[config.mk]
export PLATFORM = sky130hd
export DESIGN_NAME = winograd_tile_scheduler
export DESIGN_NICKNAME = d
export VERILOG_FILES = /design/src/rtl/winograd_tile_scheduler.sv
export SDC_FILE = /design/constraint.sdc
export NUM_CORES = 1
export LEC_CHECK = 0
export BUFFER_PORTS_ARGS = -buffer_cell sky130_fd_sc_hd__buf_2
export CORE_MARGIN = 2
export CORE_UTILIZATION = 30
export CTS_CLUSTER_DIAMETER = 30
export CTS_CLUSTER_SIZE = 20
export DETAILED_ROUTE_END_ITERATION = 8
export PLACE_DENSITY = 0.54
export SLEW_MARGIN = 5
export SYNTH_ARGS = -nofsm -noshare
export SYNTH_HDL_FRONTEND = slang
export SYNTH_SLANG_ARGS = --single-unit
[constraint.sdc]
create_clock -name clk -period 2.65 [get_ports clk]
set_input_delay 0.265 -clock clk [delete_from_list [all_inputs] [get_ports clk]]
set_output_delay 0.265 -clock clk [all_outputs]
set_load 0.05 [all_outputs]
[src/rtl/winograd_tile_scheduler.sv]
// winograd_tile_scheduler: walks stride-OUT_TILE 4x4 tiles over a feature map through a PE with a tile-buffer/output handshake; ports: clk, reset (async active-low), start/abort/busy/done control, kernel_load, tile request handshake, pe_load, output handshake, tile_count
module winograd_tile_scheduler #(
  parameter int IMG_H      = 8,
  parameter int IMG_W      = 8,
  parameter int TILE       = 4,
  parameter int OUT_TILE   = 2,
  parameter int PE_LATENCY = 3,
  parameter int COORD_W    = 8
) (
  input  logic                   clk,
  input  logic                   reset,
  input  logic                   start,
  input  logic                   abort,
  output logic                   busy,
  output logic                   done,
  output logic                   kernel_load,
  output logic                   tile_req_valid,
  input  logic                   tile_req_ready,
  output logic [COORD_W-1:0]     tile_row,
  output logic [COORD_W-1:0]     tile_col,
  output logic                   pe_load,
  output logic                   out_valid,
  input  logic                   out_ready,
  output logic [COORD_W-1:0]     out_row,
  output logic [COORD_W-1:0]     out_col,
  output logic [2*COORD_W-1:0]   tile_count
);
  localparam int CW = $clog2(PE_LATENCY + 1);
  localparam logic [COORD_W-1:0] ROW_LAST = COORD_W'(IMG_H - TILE);
  localparam logic [COORD_W-1:0] COL_LAST = COORD_W'(IMG_W - TILE);
  localparam logic [COORD_W-1:0] STEP     = COORD_W'(OUT_TILE);
  typedef enum logic [2:0] {IDLE, LOAD_KERNEL, REQ_TILE, PE_WAIT, WRITE_OUT, DONE} state_t;
  state_t state, state_next;
  logic [CW-1:0] wait_cnt;
  logic accept, last_tile;
  assign busy        = state != IDLE;
  assign done        = state == DONE;
  assign kernel_load = state == LOAD_KERNEL;
  // abort suppresses the handshakes so no tile is loaded or retired in the aborting cycle
  assign tile_req_valid = state == REQ_TILE && !abort;
  assign out_valid      = state == WRITE_OUT && !abort;
  assign pe_load        = tile_req_valid & tile_req_ready;
  assign accept         = out_valid & out_ready;
  assign out_row        = tile_row;
  assign out_col        = tile_col;
  assign last_tile      = tile_row == ROW_LAST && tile_col == COL_LAST;
  always_comb begin
    state_next = state;
    case (state)
      IDLE:        state_next = start ? LOAD_KERNEL : IDLE;
      LOAD_KERNEL: state_next = REQ_TILE;
      REQ_TILE:    state_next = tile_req_ready ? PE_WAIT : REQ_TILE;
      PE_WAIT:     state_next = wait_cnt == CW'(1) ? WRITE_OUT : PE_WAIT;
      WRITE_OUT:   state_next = out_ready ? (last_tile ? DONE : REQ_TILE) : WRITE_OUT;
      DONE:        state_next = IDLE;
      default:     state_next = IDLE;
    endcase
    if (abort && state != IDLE) state_next = IDLE;
  end
  always_ff @(posedge clk or negedge reset) begin
    if (!reset) begin
      state      <= IDLE;
      wait_cnt   <= '0;
      tile_row   <= '0;
      tile_col   <= '0;
      tile_count <= '0;
    end else begin
      state <= state_next;
      if (state == IDLE && start) begin
        tile_row   <= '0;
        tile_col   <= '0;
        tile_count <= '0;
      end
      if (pe_load) wait_cnt <= CW'(PE_LATENCY);
      else if (state == PE_WAIT && !abort) wait_cnt <= wait_cnt - CW'(1);
      if (accept) begin
        tile_count <= tile_count + (2*COORD_W)'(1);
        tile_col   <= tile_col < COL_LAST ? tile_col + STEP : '0;
        tile_row   <= tile_col < COL_LAST ? tile_row : tile_row + STEP;
      end
    end
  end
endmodule

==> metrics, run 1 <==
yosys synthesis warning count=0; cells along the critical path=or4b_4 > clkinv_8 > o2111ai_4 > or4_1 > a21oi_1; pin count of the biggest net entering global routing=36; final routed wire length divided by cell count=13.55 µm; CTS Root Buffer Type=sky130_fd_sc_hd__clkbuf_8; area of the mapped netlist=1891 µm²; RSZ-0062 raised after global routing=no; clock group share of total power=0.325; portion of total power attributed to combinational logic=0.163; switching power as a share of total power=0.3069; drt first-iter violations=83; total routing resource utilization after global routing=0.1247; clock tree from TritonCTS=done; maximum resistive drop on vdd=279.8 µV; worst stage delay on the critical path=670 ps; sequential element share of the synthesized area=0.4633; top fanout value on the critical path=13; master of the slowest instance on the critical path=sky130_fd_sc_hd__or4b_4; final worst-path cycle share=0.8114; starting density of the core=0.3156; family with the most delay on the worst path=simple AND/OR/NAND/NOR gates; Period minus WS final=2150 ps; Worst R2R Setup Slack=500 ps; layout cell share with drive strength beyond 1=0.3043; total internal power=790.3 µW; synthesized flop and latch total=35; arrival time of data at the critical path endpoint=2350 ps; total number of vias=1,505; headroom to the max-slew limit=0.4743; Power per Cell Area=521.6 nW/µm²; die span in x=83.39 µm; number of buffers inserted by post-CTS setup repair=0; aggregate global routing overflow=0; count of fill cells added during filler insertion=594; leading post-synthesis cells by cell area=sky130_fd_sc_hd__dfrtp_1 46%, sky130_fd_sc_hd__buf_4 7.1%, sky130_fd_sc_hd__mux2i_1 4.2%; status=finished clean; final max-slew violation count=0; startpoint of the worst-slack reg-to-reg timing path=state[0]; post-CTS clock slew at the launch and capture registers of the worst setup and hold paths=70 ps; placeable core region=5991 µm²; via count of the first global-routing pass=1,389; top-level I/O count=60; Critical Path Start=state[0]; area overhead of the layout relative to synthesis=15.62%; detail-routed via count per cell=4.934; remaining design rule violation count=0; final sum of negative setup slack=0 ps; drt total wl=4132 µm; post-route core utilization=0.3649; fin area=2186 µm²; final setup vio count=0; endpoint type of the worst setup path=register; Net count, final=239; area share of the leading cell type in the synthesized netlist=0.4633; number of hold buffers added after cts=0; cell accounting for the most synthesized area=sky130_fd_sc_hd__dfrtp_1; number of input and output port buffers inserted=55; total power=1.140 mW; endpoint required time on the critical path=2850 ps; area of the die=6953 µm²; maximum root-to-sink buffer count=2; Reg area=875.8 µm²; post-cts sizing count=0; estimated wirelength of the detail-placed design=2989 µm; f_max=465.1 MHz; final antenna diode count=0; source-to-sink clock delay at the later pin of the worst-skew pair=280 ps; wire length of the first global-routing pass=7017 µm; mean area per synthesized cell=10.11 µm²; CTS Buf Count=5; post-placement cell area=2105 µm²; count of mapped cells out of synthesis=187; antenna violations before repair=0; number of max-capacitance violations reported=0; length of the first detailed-routing pass in iterations=4; class of the worst hold path=input pin to async pin; routability cong.=0.6952; switching power=349.8 µW; Worst Setup Start Kind=register; leakage power=1.135 nW; final setup skew=2.034 ps; critical path start-end classification=register to register; floorplan row count=28; WP buf/inv=1; total number of H-tree levels=2; number of routed nets with antenna violations=0; clock sink count=35; transition time of the tightest slew-check pin=788.6 ps; total area of multi-input combinational cells=813.3 µm²; sequential group share of total power=0.512; final-report hold violation count=0; post-synth cell types=40; y dimension of the die=83.39 µm
[stage by stage]
| stage | hold slack (ps) | worst slack [ps] | std cells |
|---|---|---|---|
| floorplan | -30.59 | 559.9 | 190 |
| global route | 131.1 | 395.1 | 305 |
| global placement | 408.3 | 578.6 | 297 |
| detailed placement | 408.7 | 530.7 | 297 |
| CTS | 100.7 | 499.0 | 305 |
| finish | 62.49 | 499.8 | 305 |
[cell usage after synthesis]
cell,n
sky130_fd_sc_hd__and2_1,5
sky130_fd_sc_hd__o31ai_1,6
sky130_fd_sc_hd__o2111ai_4,1
sky130_fd_sc_hd__nor3_1,6
sky130_fd_sc_hd__a21oi_1,7
sky130_fd_sc_hd__ha_1,4
sky130_fd_sc_hd__nor4b_1,3
sky130_fd_sc_hd__nor2_1,5
sky130_fd_sc_hd__nor4_2,1
sky130_fd_sc_hd__mux2_2,1
sky130_fd_sc_hd__nor3b_1,2
sky130_fd_sc_hd__and3_1,1
sky130_fd_sc_hd__conb_1,1
sky130_fd_sc_hd__inv_1,6
sky130_fd_sc_hd__nand4_1,4
sky130_fd_sc_hd__o41ai_1,1
sky130_fd_sc_hd__dfrtp_1,35
sky130_fd_sc_hd__clkbuf_1,3
sky130_fd_sc_hd__nor4_1,1
sky130_fd_sc_hd__a31oi_1,1
sky130_fd_sc_hd__or3_1,5
sky130_fd_sc_hd__buf_6,2
sky130_fd_sc_hd__clkinv_8,1
sky130_fd_sc_hd__buf_4,18
sky130_fd_sc_hd__or4_1,1
sky130_fd_sc_hd__or4b_4,1
sky130_fd_sc_hd__o21ai_0,10
sky130_fd_sc_hd__o311ai_0,1
sky130_fd_sc_hd__and3b_1,1
sky130_fd_sc_hd__o211ai_1,6
sky130_fd_sc_hd__a22o_1,2
sky130_fd_sc_hd__and4_1,1
sky130_fd_sc_hd__xor2_1,2
sky130_fd_sc_hd__buf_2,1
sky130_fd_sc_hd__mux2i_1,8
sky130_fd_sc_hd__a31o_2,2
sky130_fd_sc_hd__nand2_1,19
sky130_fd_sc_hd__or2_2,1
sky130_fd_sc_hd__nand3_1,10
sky130_fd_sc_hd__a32o_1,1
[worst reg2reg max path, delay by kind of cell, from the launching register on]
family          cells  cell delay, ps
compound gates      2             300
flops               1             520
buf+inv             1             100
simple gates        2            1160
[cells by family (layout without fill, tap and decap cells)]
| logic type | after synthesis | after routing | share of synthesized area |
|---|---|---|---|
| AND/OR/NAND/NOR | 67 | 67 | 0.1952 |
| AO/OA/AOI/OAI | 38 | 38 | 0.1430 |
| flip-flops | 35 | 35 | 0.4633 |
| buffers and inverters | 31 | 71 | 0.1125 |
| multiplexers | 9 | 9 | 0.04831 |
| adder cells (fa/ha/maj) | 4 | 4 | 0.02647 |
| XOR/XNOR | 2 | 2 | 0.009267 |
| other | 1 | 4 | 0.001984 |
[cells in the final DEF (no fill, tap or decap), types with 2 or more instances in the layout]
master	netlist	layout
sky130_fd_sc_hd__nor3b_1	2	2
sky130_fd_sc_hd__o21ai_0	10	10
sky130_fd_sc_hd__a21oi_1	7	7
sky130_fd_sc_hd__conb_1	1	4
sky130_fd_sc_hd__a31o_2	2	2
sky130_fd_sc_hd__clkbuf_1	3	2
sky130_fd_sc_hd__a22o_1	2	2
sky130_fd_sc_hd__nor4b_1	3	3
sky130_fd_sc_hd__mux2i_1	8	8
sky130_fd_sc_hd__inv_1	6	6
sky130_fd_sc_hd__xor2_1	2	2
sky130_fd_sc_hd__o211ai_1	6	6
sky130_fd_sc_hd__nand4_1	4	4
sky130_fd_sc_hd__dfrtp_1	35	35
sky130_fd_sc_hd__nand2_1	19	19
sky130_fd_sc_hd__nor2_1	5	5
sky130_fd_sc_hd__o31ai_1	6	6
sky130_fd_sc_hd__nand3_1	10	10
sky130_fd_sc_hd__clkbuf_8	0	5
sky130_fd_sc_hd__ha_1	4	4
sky130_fd_sc_hd__or3_1	5	5
sky130_fd_sc_hd__and2_1	5	5
sky130_fd_sc_hd__buf_2	1	55
sky130_fd_sc_hd__nor3_1	6	6
[state kept, by name, summed over array words and instances, names as in the netlist]
name and count:
state 3, out_col 7, tile_count 16, out_row 7, wait_cnt 2
[power by group through the flow]
| stage | sequential, mW | combinational [mW] | clock (mW) |
|---|---|---|---|
| 2_1_floorplan | 0.580 | 0.161 | 0 |
| 3_3_place_gp | 0.592 | 0.192 | 0 |
| 3_5_place_dp | 0.594 | 0.190 | 0 |
| 4_1_cts | 0.584 | 0.190 | 0.386 |
| 5_1_grt | 0.589 | 0.211 | 0.420 |
| 6_report | 0.584 | 0.185 | 0.371 |
[per-layer routing]
metal / vias up / wire length (µm) / share of wire / track usage
li1: 743 / - / - / -
met1: 702 / 1937 / 0.47 / 0.1673
met2: 56 / 1823 / 0.44 / 0.1891
met3: 4 / 352 / 0.085 / 0.04473
met4: 0 / 19 / 0.0046 / 0.03577
met5: - / 0 / 0 / 0
[worst paths after layout]
check	endpoint	cells past startpoint
setup / recovery	out_row[7]	5
hold reg to reg	tile_count[15]	1
setup reg to reg	out_row[7]	5
max in group asynchronous	out_col[6]	1
hold / removal	tile_count[9]	1
min in group clk	wait_cnt[1]	3
[area by class of cell]
type,instances,area share
Sequential cell,35,0.4007
Multi-Input combinational cell,124,0.3721
Timing Repair Buffer,56,0.1294
Tap cell,75,0.04293
Clock buffer,7,0.03492
Inverter,7,0.01774
Clock inverter,1,0.002290
Power figures use the tool's default switching activity.
==> inputs of run 2 (changes only) <==
ABC_AREA = 1   (was unset)
PLACE_DENSITY = 0.52   (was 0.54)
clock period = 2 ns   (was 2.65 ns; I/O delays follow)
==> metrics, run 2 <==
leading post-synthesis cells by cell area=sky130_fd_sc_hd__dfrtp_1 39%, sky130_fd_sc_hd__nand2_1 13%, sky130_fd_sc_hd__nand3_1 6.9%; final-report hold violation count=4 (+4); die span in x=90.81 µm (+8.9%); Period minus WS final=1796 ps; end point of the critical path=pe_load; wire length of the first global-routing pass=8894 µm (+27%); top-level I/O count=60 (unchanged); sequential element share of the synthesized area=0.3874 (-0.07589); Critical Path Start=state[2]; CTS Buf Count=5 (unchanged); clock group share of total power=0.289 (-0.036); most common library cell in the layout ignoring fill and taps=sky130_fd_sc_hd__nand2_1; portion of total power attributed to combinational logic=0.306 (+0.143); most common cell in the synthesized netlist=sky130_fd_sc_hd__nand2_1; Power per Cell Area=762.0 nW/µm² (+46%); total area of multi-input combinational cells=1091 µm² (+34%); RSZ-0062 raised after global routing=no; Worst Setup Start Kind=register; detail-routed via count per cell=4.427 (-10%); transition time of the tightest slew-check pin=821.4 ps (+32.77 ps); drt first-iter violations=88 (+6.0%); max FFs per register=16 (unchanged); worst stage delay on the critical path=400 ps (-270 ps); final setup skew=4.394 ps (+2.360 ps); final worst-path cycle share=0.8978; final routed wire length divided by cell count=12.02 µm (-11%); CTS Root Buffer Type=sky130_fd_sc_hd__clkbuf_8; count of fill cells added during filler insertion=811 (+37%); Worst Reg-to-Reg Cells=7 (+2); count of mapped cells out of synthesis=302 (+61%); endpoint required time on the critical path=1800 ps (-1050 ps); total number of vias=1,979 (+31%); area of the mapped netlist=2261 µm² (+20%); switching power as a share of total power=0.3851 (+0.07830); total routing resource utilization after global routing=0.1352 (+0.01050); placeable core region=7292 µm² (+22%); top post-synthesis cells by count=78 x sky130_fd_sc_hd__nand2_1, 38 x sky130_fd_sc_hd__nor2_1, 35 x sky130_fd_sc_hd__dfrtp_1, 35 x sky130_fd_sc_hd__inv_1, 31 x sky130_fd_sc_hd__nand3_1; f_max=556.9 MHz; number of input and output port buffers inserted=55 (unchanged); area share of the leading cell type in the synthesized netlist=0.3874 (-0.07589); maximum resistive drop on vdd=251.7 µV (-10%); headroom to the max-slew limit=0.4524 (-0.02185); floorplan row count=31 (+11%); aggregate global routing overflow=0 (unchanged); number of enable flip-flop cells after synthesis=0 (unchanged); maximum root-to-sink buffer count=2 (unchanged); y dimension of the die=90.81 µm (+8.9%); Worst R2R Setup Slack=470 ps (-30 ps); master of the slowest instance on the critical path=sky130_fd_sc_hd__dfrtp_1; final sum of negative setup slack=0 ps (unchanged); critical path start-end classification=register to primary output; area overhead of the layout relative to synthesis=15.50%; area of the die=8246 µm² (+19%); total internal power=1.223 mW (+55%); Top reg by flops=tile_count; Hold WS=-4.372 ps (-66.86 ps); clock sink count=35 (unchanged); starting density of the core=0.3101 (-0.005526); number of max-capacitance violations reported=0 (unchanged); cells along the critical path=inv_1 > nand2_1 > nor2_1 > nand2_1 > nor2_1 > clkbuf_4; class of the worst hold path=input pin to async pin; final max-slew violation count=0 (unchanged); Net count, final=357 (+49%); violated checks=hold timing; Reg area=875.8 µm² (unchanged); top fanout value on the critical path=5 (-8); most instantiated flip-flop cell in the synthesis netlist=sky130_fd_sc_hd__dfrtp_1; total number of H-tree levels=2 (unchanged); startpoint of the worst-slack reg-to-reg timing path=state[0]; post-CTS clock slew at the launch and capture registers of the worst setup and hold paths=70 ps (about the same); yosys synthesis warning count=0 (unchanged); synthesized flop and latch total=35 (unchanged); length of the first detailed-routing pass in iterations=6 (+2); post-synth cell types=30 (-25%); endpoint type of the worst setup path=primary output; status=complete, but fails checks; source-to-sink clock delay at the later pin of the worst-skew pair=290 ps (about the same); routability cong.=0.8125 (+17%); proportion of synthesized flip-flops having asynchronous set or reset=1.000 (unchanged); layout cell share with drive strength beyond 1=0.2328 (-0.07159); clock tree from TritonCTS=done; remaining design rule violation count=0 (unchanged); drt total wl=5373 µm (+30%); endpoint of the most critical register-to-register path=tile_count[3]; arrival time of data at the critical path endpoint=1600 ps (-750 ps); pin count of the biggest net entering global routing=36 (unchanged); estimated wirelength of the detail-placed design=3978 µm (+33%); mean area per synthesized cell=7.486 µm² (-26%); leakage power=1.406 nW (+24%); commonest cells after routing, fill and taps aside=78 x sky130_fd_sc_hd__nand2_1, 54 x sky130_fd_sc_hd__buf_2, 38 x sky130_fd_sc_hd__nor2_1; via count of the first global-routing pass=1,780 (+28%); antenna violations before repair=0 (unchanged); sequential group share of total power=0.404 (-0.108); cell accounting for the most synthesized area=sky130_fd_sc_hd__dfrtp_1; switching power=766.3 µW (+120%); final setup vio count=0 (unchanged); number of routed nets with antenna violations=0 (unchanged); final antenna diode count=0 (unchanged)
-- run 2: changes by cell type after synthesis, moves of 6 or more --
cell                       previous run  this run
sky130_fd_sc_hd__o31ai_1              6         0
sky130_fd_sc_hd__mux2i_1              8         0
sky130_fd_sc_hd__nand3_1             10        31
sky130_fd_sc_hd__inv_1                6        35
sky130_fd_sc_hd__o211ai_1             6         0
sky130_fd_sc_hd__nor2_1               5        38
sky130_fd_sc_hd__nand2_1             19        78
sky130_fd_sc_hd__nand4_1              4        10
-- run 2: layer usage --
metal | global-route usage | wire length (µm)
met3 | 0.02922 | 177
met5 | 0 | 0
met1 | 0.1838 | 2613
met2 | 0.2083 | 2472
met4 | 0.05556 | 110
-- run 2: layout make-up --
cell class,instances,area share
clock buffer,8,0.03833
inverter,36,0.05175
multi-input combinational,213,0.4178
sequential,35,0.3354
tap,99,0.04744
timing repair buffer,56,0.1092
-- run 2: worst max-delay path, delay by kind of cell, from the launching register on --
kind | cells | cell delay [ps]
simple gates | 4 | 520
flops | 1 | 400
buf+inv | 2 | 390
-- run 2: how the worst min path moves through the flow --
stage	startpoint	to	slack (ps)	cells after the start
global placement	reset	tile_count[12]	350	1
floorplan	reset	out_col[1]	-100	0
global route	reset	tile_count[13]	60	1
detailed placement	reset	tile_count[12]	350	1
finish	reset	tile_count[12]	-4	1
CTS	reset	tile_count[12]	20	1
-- run 2: power by group through the flow --
stage | Clock [mW] | Combinational [mW] | Sequential (mW)
2_1_floorplan | 0 | 0.502 | 0.831
3_3_place_gp | 0 | 0.619 | 0.816
3_5_place_dp | 0 | 0.617 | 0.820
4_1_cts | 0.605 | 0.618 | 0.805
5_1_grt | 0.628 | 0.677 | 0.816
6_report | 0.576 | 0.610 | 0.804
-- run 2: cell families (layout without fill, tap and decap cells) --
family / after synthesis / after routing / synth area share
simple gates: 172 / 172 / 0.3592
buf+inv: 57 / 100 / 0.1350
flops: 35 / 35 / 0.3874
compound gates: 28 / 28 / 0.07527
xor+xnor: 5 / 5 / 0.01937
fa+ha+maj: 4 / 4 / 0.02214
other cells: 1 / 4 / 0.001659
-- run 2: through the flow --
stage | power [mW] | setup slack (ps) | utilization | instance area (µm²) | std cells
after global routing | 2.121 | 15.23 | 0.3581 | 2611 | 447
after CTS | 2.028 | 155.9 | 0.3578 | 2609 | 447
final | 1.990 | 204.3 | 0.3581 | 2611 | 447
after floorplan | 1.333 | 156.9 | - | 2272 | 305
after global placement | 1.436 | 492.2 | 0.3440 | 2509 | 439
after detailed placement | 1.437 | 454.8 | 0.3440 | 2509 | 439
-- run 2: what timing repair did --
action | in CTS | in global routing
setup endpoints to repair | 0 | 1
setup buffers | 0 | 0
resized for setup | 0 | 1
hold buffers | 0 | 0
==> inputs of run 3 (changes only) <==
PLACE_DENSITY = 0.54   (was 0.52)
clock period = 1.6 ns   (was 2 ns; I/O delays follow)
==> metrics, run 3 (synthesized netlist as in run 2, its figures left out) <==
status=finished clean; final setup vio count=0 (unchanged); clock group share of total power=0.279 (-0.010); sequential group share of total power=0.381 (-0.023); post-CTS clock slew at the launch and capture registers of the worst setup and hold paths=70 ps (about the same); final-report hold violation count=0 (-4); estimated wirelength of the detail-placed design=4246 µm (+6.7%); final sum of negative setup slack=0 ps (unchanged); total number of vias=2,070 (+4.6%); placed insts=445 (+1.4%); starting density of the core=0.3101 (unchanged); f_max=665.4 MHz; floorplan row count=31 (unchanged); y dimension of the die=90.81 µm (unchanged); total routing resource utilization after global routing=0.1416 (+0.006438); top-level I/O count=60 (unchanged); max FFs per register=16 (unchanged); Top reg by flops=tile_count; CTS Root Buffer Type=sky130_fd_sc_hd__clkbuf_8; drt total wl=5573 µm (+3.7%); CTS Buf Count=5 (unchanged); commonest cells after routing, fill and taps aside=76 x sky130_fd_sc_hd__nand2_1, 54 x sky130_fd_sc_hd__buf_2, 36 x sky130_fd_sc_hd__nor2_1; Power per Cell Area=956.9 nW/µm² (+26%); number of max-capacitance violations reported=0 (unchanged); switching power as a share of total power=0.3839 (-0.001254); critical path start-end classification=register to primary output; number of stages on the worst hold path=3; remaining design rule violation count=0 (unchanged); routability cong.=0.7855 (-3.3%); startpoint of the tightest hold check path=out_ready; worst stage delay on the critical path=410 ps (about the same); layout cell share with drive strength beyond 1=0.2778 (+0.04502); most common library cell in the layout ignoring fill and taps=sky130_fd_sc_hd__nand2_1; number of input and output port buffers inserted=55 (unchanged); endpoint required time on the critical path=1440 ps (-360 ps); Hold WS=160.2 ps (+164.6 ps); Net count, final=369 (+3.4%); Period minus WS final=1503 ps; maximum root-to-sink buffer count=2 (unchanged); class of the worst hold path=input pin to register; area of the die=8246 µm² (unchanged); Worst R2R Setup Slack=160 ps (-310 ps); final routed wire length divided by cell count=12.14 µm (+1.0%); drt first-iter violations=139 (+58%); total internal power=1.609 mW (+32%); number of routed nets with antenna violations=0 (unchanged); final antenna diode count=0 (unchanged); pin count of the biggest net entering global routing=16 (-56%); aggregate global routing overflow=0 (unchanged); master of the slowest instance on the critical path=sky130_fd_sc_hd__dfrtp_1; cells along the critical path=buf_4 > nor2_2 > nand2_2 > nor2_4 > buf_6; final max-slew violation count=0 (unchanged); detail-routed via count per cell=4.510 (+1.9%); portion of total power attributed to combinational logic=0.340 (+0.034); endpoint of the most critical register-to-register path=out_row[3]; area overhead of the layout relative to synthesis=20.75%; clock tree from TritonCTS=done; antenna violations before repair=0 (unchanged); length of the first detailed-routing pass in iterations=4 (-2); Worst Reg-to-Reg Cells=9 (+2); top fanout value on the critical path=5 (unchanged); Worst Setup Start Kind=register; Worst Hold Endpoint=state[1]; Final Non-Filler Cells=459 (+2.7%); clock sink count=35 (unchanged); endpoint type of the worst setup path=primary output; total number of H-tree levels=2 (unchanged); via count of the first global-routing pass=1,947 (+9.4%); placeable core region=7292 µm² (unchanged); arrival time of data at the critical path endpoint=1340 ps (-260 ps); source-to-sink clock delay at the later pin of the worst-skew pair=290 ps (about the same); maximum resistive drop on vdd=282.4 µV (+12%); die span in x=90.81 µm (unchanged); leakage power=1.464 nW (+4.2%); final worst-path cycle share=0.9393; switching power=1.003 mW (+31%); Critical Path Start=state[0]; wire length of the first global-routing pass=9501 µm (+6.8%); startpoint of the worst-slack reg-to-reg timing path=state[2]; final setup skew=3.519 ps (-0.8759 ps)
run 3: worst max-delay path by stage:
stage                           endpoint  slack, ps  cells after the start
after floorplan           tile_count[15]         40                      7
after global placement           pe_load        170                      6
after detailed placement      out_row[4]        160                      8
after CTS                        pe_load         30                      5
after global routing          out_row[4]         -5                      8
final                            pe_load        100                      5
run 3: power by group through the flow:
stage,logic [mW],registers (mW),clock network (mW)
2_1_floorplan,0.632,1.04,0
3_3_place_gp,0.812,1.01,0
3_5_place_dp,0.819,1.02,0
4_1_cts,0.846,0.996,0.752
5_1_grt,0.979,1.00,0.783
6_report,0.887,0.996,0.729
run 3: cell type report:
cell class,count,area [µm²]
Fill cell,806,4562
Multi-Input combinational cell,213,1111
Sequential cell,35,878.3
Timing Repair Buffer,68,381.6
Inverter,36,135.1
Tap cell,99,123.9
Clock buffer,8,100.1
run 3: stage by stage:
stage	total power, mW	instance area (µm²)	util	setup slack, ps
after global placement	1.826	2564	0.3516	169.5
after floorplan	1.673	2282	-	38.76
after detailed placement	1.835	2564	0.3516	159.6
after global routing	2.765	2730	0.3744	-5.362
final	2.612	2730	0.3744	97.08
after CTS	2.595	2695	0.3696	27.44
run 3: layer usage:
metal | global-route usage | part of all wire | routed length, µm
met1 | 0.1894 | 0.47 | 2645
met2 | 0.2282 | 0.46 | 2579
met3 | 0.02838 | 0.047 | 264
met4 | 0.04924 | 0.015 | 83
met5 | 0 | 0 | 0
run 3: what timing repair did:
item | CTS | global route
cloned | 0 | 0
resized for setup | 3 | 4
pin swaps | 1 | 3
hold buffers | 1 | 0
setup buffers | 2 | 3
endpoints found under the setup margin | 1 | 2
hold endpoints to repair | 12 | 0
run 3: critical path: cells and delay by family (launching register included):
family,cells,cell delay (ps)
and+or+nand+nor,3,320
DFF,1,410
buffers and inverters,2,320
